<file path="src/rtl/i2c_master_burst.sv">
// i2c_master_burst: 7-bit-address I2C master with multi-byte write/read bursts,
// slave ACK checking, master ACK/NACK on reads and SCL clock stretching.
module i2c_master_burst #(
    parameter int CLK_DIV = 250,
    parameter int LEN_W   = 4
) (
    input  logic             clk,
    input  logic             reset,
    input  logic             start,
    input  logic [6:0]       addr,
    input  logic             rw,
    input  logic [LEN_W-1:0] nbytes,
    input  logic [7:0]       wr_data,
    output logic             wr_take,
    output logic [7:0]       rd_data,
    output logic             rd_valid,
    output logic             busy,
    output logic             done,
    output logic             ack_err,
    output logic             scl_oe,
    output logic             sda_oe,
    input  logic             scl_i,
    input  logic             sda_i
);
    localparam int DW = $clog2(CLK_DIV);

    typedef enum logic [3:0] {
        S_IDLE, S_START, S_ADDR, S_ADDR_ACK, S_WRITE, S_WR_ACK, S_READ, S_RD_ACK, S_STOP
    } state_t;

    state_t           r_state, w_next;
    logic [DW-1:0]    r_div;
    logic [1:0]       r_ph;
    logic [2:0]       r_bit;
    logic [7:0]       r_sh;
    logic [LEN_W-1:0] r_cnt;
    logic             r_rw, r_rd_valid, r_done, r_ack_err;
    logic [7:0]       r_rd_data;
    logic             w_freeze, w_tick, w_end, w_smp, w_last, w_load, w_byte, w_bitst;

    // SCL released but still held low by a slave: freeze the bit timing
    assign w_freeze = (r_ph == 2'd1) && !scl_i;
    assign w_tick   = (r_state != S_IDLE) && !w_freeze && (r_div == DW'(CLK_DIV - 1));
    assign w_end    = w_tick && (r_ph == 2'd3);
    assign w_smp    = w_tick && (r_ph == 2'd2);
    assign w_last   = r_bit == 3'd7;
    assign w_byte   = (r_state == S_ADDR) || (r_state == S_WRITE) || (r_state == S_READ);
    assign w_bitst  = w_byte || (r_state == S_ADDR_ACK) || (r_state == S_WR_ACK) || (r_state == S_RD_ACK);

    always_ff @(posedge clk or negedge reset) begin
        if (!reset) r_state <= S_IDLE;
        else        r_state <= w_next;
    end

    always_comb begin
        w_next = r_state;
        w_load = 1'b0;
        case (r_state)
            S_IDLE:     if (start) w_next = S_START;
            S_START:    if (w_end) w_next = S_ADDR;
            S_ADDR:     if (w_end && w_last) w_next = S_ADDR_ACK;
            S_ADDR_ACK,
            S_WR_ACK:   if (w_end) begin
                            if (r_ack_err || r_cnt == '0) w_next = S_STOP;
                            else if (r_rw) w_next = S_READ;
                            else begin
                                w_next = S_WRITE;
                                w_load = 1'b1;
                            end
                        end
            S_WRITE:    if (w_end && w_last) w_next = S_WR_ACK;
            S_READ:     if (w_end && w_last) w_next = S_RD_ACK;
            S_RD_ACK:   if (w_end) w_next = (r_cnt == '0) ? S_STOP : S_READ;
            S_STOP:     if (w_end) w_next = S_IDLE;
            default:    w_next = S_IDLE;
        endcase
    end

    always_ff @(posedge clk or negedge reset) begin
        if (!reset) begin
            r_div      <= '0;
            r_ph       <= '0;
            r_bit      <= '0;
            r_sh       <= '0;
            r_cnt      <= '0;
            r_rw       <= 1'b0;
            r_rd_data  <= '0;
            r_rd_valid <= 1'b0;
            r_done     <= 1'b0;
            r_ack_err  <= 1'b0;
        end else begin
            r_rd_valid <= 1'b0;
            r_done     <= 1'b0;
            if (r_state == S_IDLE) begin
                r_div <= '0;
                r_ph  <= '0;
            end else if (!w_freeze) begin
                r_div <= w_tick ? '0 : r_div + 1'b1;
                if (w_tick) r_ph <= r_ph + 2'd1;
            end
            if (r_state == S_IDLE && start) begin
                r_sh      <= {addr, rw};
                r_rw      <= rw;
                r_cnt     <= nbytes;
                r_ack_err <= 1'b0;
                r_bit     <= '0;
            end
            if (w_smp && (r_state == S_ADDR_ACK || r_state == S_WR_ACK) && sda_i) r_ack_err <= 1'b1;
            if (w_smp && r_state == S_READ) r_sh <= {r_sh[6:0], sda_i};
            if (w_end) begin
                r_bit <= (w_byte && !w_last) ? r_bit + 3'd1 : 3'd0;
                if (r_state == S_ADDR || r_state == S_WRITE) r_sh <= {r_sh[6:0], 1'b0};
                if ((r_state == S_WRITE || r_state == S_READ) && w_last && r_cnt != '0) r_cnt <= r_cnt - 1'b1;
                if (r_state == S_READ && w_last) begin
                    r_rd_data  <= r_sh;
                    r_rd_valid <= 1'b1;
                end
                if (r_state == S_STOP) r_done <= 1'b1;
            end
            if (w_load) r_sh <= wr_data;
        end
    end

    // START: SDA falls in phase 2 with SCL high; STOP: SDA rises in phase 3 with SCL high
    always_comb begin
        scl_oe = 1'b0;
        sda_oe = 1'b0;
        case (r_state)
            S_START:          begin scl_oe = r_ph == 2'd3; sda_oe = r_ph[1]; end
            S_STOP:           begin scl_oe = r_ph == 2'd0; sda_oe = r_ph != 2'd3; end
            S_ADDR, S_WRITE:  begin scl_oe = r_ph == 2'd0 || r_ph == 2'd3; sda_oe = !r_sh[7]; end
            S_RD_ACK:         begin scl_oe = r_ph == 2'd0 || r_ph == 2'd3; sda_oe = r_cnt != '0; end
            default:          scl_oe = w_bitst && (r_ph == 2'd0 || r_ph == 2'd3);
        endcase
    end

    assign wr_take  = w_load;
    assign rd_data  = r_rd_data;
    assign rd_valid = r_rd_valid;
    assign busy     = r_state != S_IDLE;
    assign done     = r_done;
    assign ack_err  = r_ack_err;
endmodule

</file>
<file path="config.mk">
export PLATFORM = sky130hd
export DESIGN_NAME = i2c_master_burst
export DESIGN_NICKNAME = d
export VERILOG_FILES = /design/src/rtl/i2c_master_burst.sv
export SDC_FILE = /design/constraint.sdc
export NUM_CORES = 1
export LEC_CHECK = 0
export CAP_MARGIN = 20
export CORE_UTILIZATION = 53
export CTS_CLUSTER_DIAMETER = 60
export DETAILED_ROUTE_END_ITERATION = 8
export PLACE_DENSITY = 0.8
export SYNTH_ARGS = -nofsm -noshare
export SYNTH_HDL_FRONTEND = slang
export SYNTH_SLANG_ARGS = --single-unit
</file>
<file path="constraint.sdc">
create_clock -name clk -period 2.4 [get_ports clk]
set_input_delay 0.6 -clock clk [delete_from_list [all_inputs] [get_ports clk]]
set_output_delay 0.6 -clock clk [all_outputs]
set_load 0.05 [all_outputs]
</file>
==> implementation parameters <==
Parameter                              Value

Timing
  Final count of hold timing violations    0
  Clk_skew    roughly 9.4 ps
  Achievable Freq    424 MHz
  Fraction of the cycle the final worst path needs    about 98%
  Slew Limit Fails    0
  Number of setup violations in the final report    0
  Final period demand of the worst path    2360 ps
  Unrepaired setup endpoints after global routing    true
  Slew of the pin with the lowest slew margin    516 ps
  Worst slew slack as a fraction of its limit    between 60 and 70%

Floorplan
  Boundary pin count    40
  Die X    69.2 µm
  Core region area    between 0.004 and 0.005 mm²
  Number of standard-cell rows in the floorplan    24
  Vert. Die Dim    69.2 µm
  Initial Utilization    54.9%
  Overall die area    0.00479 mm²

Worst setup path
  Element type at the critical path start    flop
  Start of the worst register-to-register path    r_state[2]$_DFFE_PN0P_
  Kind of critical path    reg2out
  Reg2reg end    r_sh[2]$_DFF_PN0_
  Critical path fanouts, max    4
  Critical Path RT    between 1500 and 2000 ps
  Critical Path End Type    output port
  Depth of the worst register-to-register path    6
  Library cell contributing the largest single delay on the critical path    sky130_fd_sc_hd__dfrtp_1
  Cells along the critical path    inv_2, ha_4, nor3b_4, or3_4, nor3_4, buf_12
  Largest incremental delay on the critical path    370 ps
  Worst reg2reg setup slack    360 ps
  WP data arrival    approximately 1800 ps

Final layout
  Area used by sequential logic in the layout    0.00103 mm²
  Number of nets in the layout    roughly 350
  Filler cell count    about 320
  Final cell utilization of the core    71.9%
  Share of final-layout standard cells stronger than drive strength 1    21.5%
  Number of cells in the finished layout apart from fillers    368
  Number of antenna diodes    0
  Layout Area Growth over Synthesis    30.9%
  Area of the multi-input gates    0.00133 mm²

Global route
  Antenna violations before repair    0
  Global-route wire length before repair    9.56 mm
  Number of global-route vias before repair    2044
  Pin count of the biggest net entering global routing    22
  Overall global routing resource usage    about 25%
  Gr ovfl total    0

Detailed routing
  Remaining antenna violation count    0
  Wire length after detailed routing    about 5.5 mm
  Mean number of vias per cell    5.67
  Vias post-DR    2087
  DR iter-0 viols    approximately 170
  Detailed Routing Iterations Pass 1    4
  WL/cell    15.1 µm
  Post-route DRC    0

Power and ir drop
  Power density over the cells    a little under 400 mW/mm²
  Internal power    approximately 0.96 mW
  Gate power share    4.6%
  Proportion of total power due to net switching    between 20% and 30%
  Sequential fraction of design power    between 50% and 60%
  Net switching power figure    0.271 mW
  Clock network power share    about two fifths
  Cell leakage power    1.41 nW
  Peak supply drop    371 µV

Synthesis
  Commonest register cell after synthesis    sky130_fd_sc_hd__dfrtp_1
  Number of flops mapped to enable cells by yosys    0
  Number of register bits inferred by synthesis    41
  Share of async-settable or async-resettable flops after synthesis    100%
  Number of nets in the synthesized netlist    294
  Average instance area after synthesis    9.20 µm²
  Sequential element share of the synthesized area    42.9%
  Syn Inst Count    260
  Count of synthesis-stage warnings from yosys    0
  Number of distinct library cells after synthesis    45
  Area of the mapped netlist    0.00239 mm²

Clock tree
  TritonCTS Sinks    41
  Clock buffers created by TritonCTS    5
  Clock slew at the register clock pins of the worst setup and hold paths    80 ps
  Number of H-tree branching levels    2
  Clock tree from TritonCTS    yes
  Clock Path Buffers    2
  Clock latency on the worst-skew pair    300 ps
  Library cell used as clock root buffer    sky130_fd_sc_hd__clkbuf_8

Worst hold path
  Type of the tightest min-delay check    in2async

Placement
  Placed cells    357
  IO Port Bufs    39
  HPWL reported at the end of detailed placement    roughly 4.0 mm
  Routability congestion estimate from global placement    0.904

Job
  Maxcap violations    0

Run status
  Result of the run    finished, final reports clean
[critical path: cells and delay by family (launching register included)]
family,cells,cell delay (ps)
AND/OR/NAND/NOR,3,700
flip-flops,1,370
buffers and inverters,2,230
adder cells (fa/ha/maj),1,160
[sequential cells by signal (all words and copies together) (netlist names)]
| signal | count |
|---|---|
| ack_err | 1 |
| r_bit | 3 |
| r_sh | 8 |
| r_ph | 2 |
| r_cnt | 4 |
| rd_valid | 1 |
| r_rw | 1 |
| done | 1 |
| r_state | 4 |
| r_div | 8 |
| rd_data | 8 |
[cell usage in the layout, fill, tap and decap left out, drive strengths merged, types with 4 or more instances in the layout]
cell type and n:
nand4 4, buf 27, mux2 10, nand3 10, o21ai 8, a21oi 11
clkdlybuf4s50 33, inv 12, nor2 26, and3 10, a31oi 5, o31ai 8
xor2 6, and2 4, o22ai 4, ha 9, dfrtp 41, clkbuf 6
nor3 8, nand2 39
[synthesized netlist by cell type (3+ instances only)]
| library cell | instances | share of area [%] |
|---|---|---|
| sky130_fd_sc_hd__dfrtp_1 | 41 | 43 |
| sky130_fd_sc_hd__nand2_1 | 39 | 6.1 |
| sky130_fd_sc_hd__nor2_1 | 25 | 3.9 |
| sky130_fd_sc_hd__a21oi_1 | 11 | 2.3 |
| sky130_fd_sc_hd__inv_1 | 11 | 1.7 |
| sky130_fd_sc_hd__and3_1 | 10 | 2.6 |
| sky130_fd_sc_hd__mux2_2 | 10 | 4.7 |
| sky130_fd_sc_hd__ha_1 | 9 | 4.7 |
| sky130_fd_sc_hd__nand3_1 | 9 | 1.9 |
| sky130_fd_sc_hd__o21ai_0 | 8 | 1.7 |
| sky130_fd_sc_hd__o31ai_1 | 8 | 2.5 |
| sky130_fd_sc_hd__clkbuf_1 | 7 | 1.1 |
| sky130_fd_sc_hd__nor3_1 | 7 | 1.5 |
| sky130_fd_sc_hd__xor2_1 | 6 | 2.2 |
| sky130_fd_sc_hd__a31oi_1 | 5 | 1.3 |
| sky130_fd_sc_hd__o22ai_1 | 4 | 1.0 |
| sky130_fd_sc_hd__and2_1 | 3 | 0.78 |
| sky130_fd_sc_hd__buf_4 | 3 | 0.94 |
| sky130_fd_sc_hd__mux2i_1 | 3 | 1.3 |
| sky130_fd_sc_hd__nand4_1 | 3 | 0.78 |
| sky130_fd_sc_hd__or3_1 | 3 | 0.78 |
| sky130_fd_sc_hd__xnor2_1 | 3 | 1.1 |
[logic make-up after synthesis]
family / share of synthesized area, %
AND/OR/NAND/NOR: 26.3
AO/OA/AOI/OAI: 12.0
flip-flops: 42.9
buffers and inverters: 4.81
multiplexers: 5.96
XOR/XNOR: 3.30
adder cells (fa/ha/maj): 4.71
[worst max path at each step]
stage,startpoint,endpoint,slack (ps)
floorplan,r_ph[0]$_DFFE_PN0P_,wr_take,40
global placement,scl_i,wr_take,-20
detailed placement,scl_i,wr_take,-40
CTS,r_cnt[0]$_DFF_PN0_,wr_take,-50
global route,r_cnt[1]$_DFF_PN0_,wr_take,-30
finish,r_cnt[1]$_DFF_PN0_,wr_take,40
[area by class of cell]
class | count | share of cell area, %
Multi-Input combinational cell | 194 | 42.3
Sequential cell | 41 | 32.8
Timing Repair Buffer | 61 | 18.3
Clock buffer | 6 | 2.64
Tap cell | 52 | 2.08
Inverter | 12 | 1.44
Clock inverter | 2 | 0.439
[power groups by stage]
stage               registers [mW]  clock network (mW)  logic, mW
finish                       0.690               0.484     0.0562
global route                 0.690               0.526     0.0616
CTS                          0.690               0.498     0.0570
detailed placement           0.704                   0     0.0568
global placement             0.704                   0     0.0568
floorplan                    0.704                   0   0.000717
[metal layers]
metal	track usage [%]	wire length (µm)
met4	9.98	97
met2	39.2	2620
met5	0	0
met1	33.8	2570
met3	5.23	246
[repair_timing]
| item | CTS | global route |
|---|---|---|
| endpoints found under the setup margin | 2 | 2 |
| buffers inserted | 2 | 1 |
| pin swaps | 2 | 3 |
| hold buffers | 0 | 0 |
| gates resized for setup | 6 | 13 |
[per-stage QoR]
| step | hold WS, ps | setup WS (ps) | TNS, ps | cell area, µm² | power (mW) |
|---|---|---|---|---|---|
| after floorplan | 304 | 39.9 | 0 | 2400 | 0.705 |
| after global placement | 492 | -18.5 | -18.5 | 2940 | 0.761 |
| after detailed placement | 496 | -42.2 | -42.2 | 2940 | 0.761 |
| after CTS | 241 | -50.1 | -63.0 | 3070 | 1.25 |
| after global routing | 258 | -34.1 | -45.0 | 3130 | 1.28 |
| final | 233 | 42.7 | 0 | 3130 | 1.23 |
(Power assumes the default switching activity.)
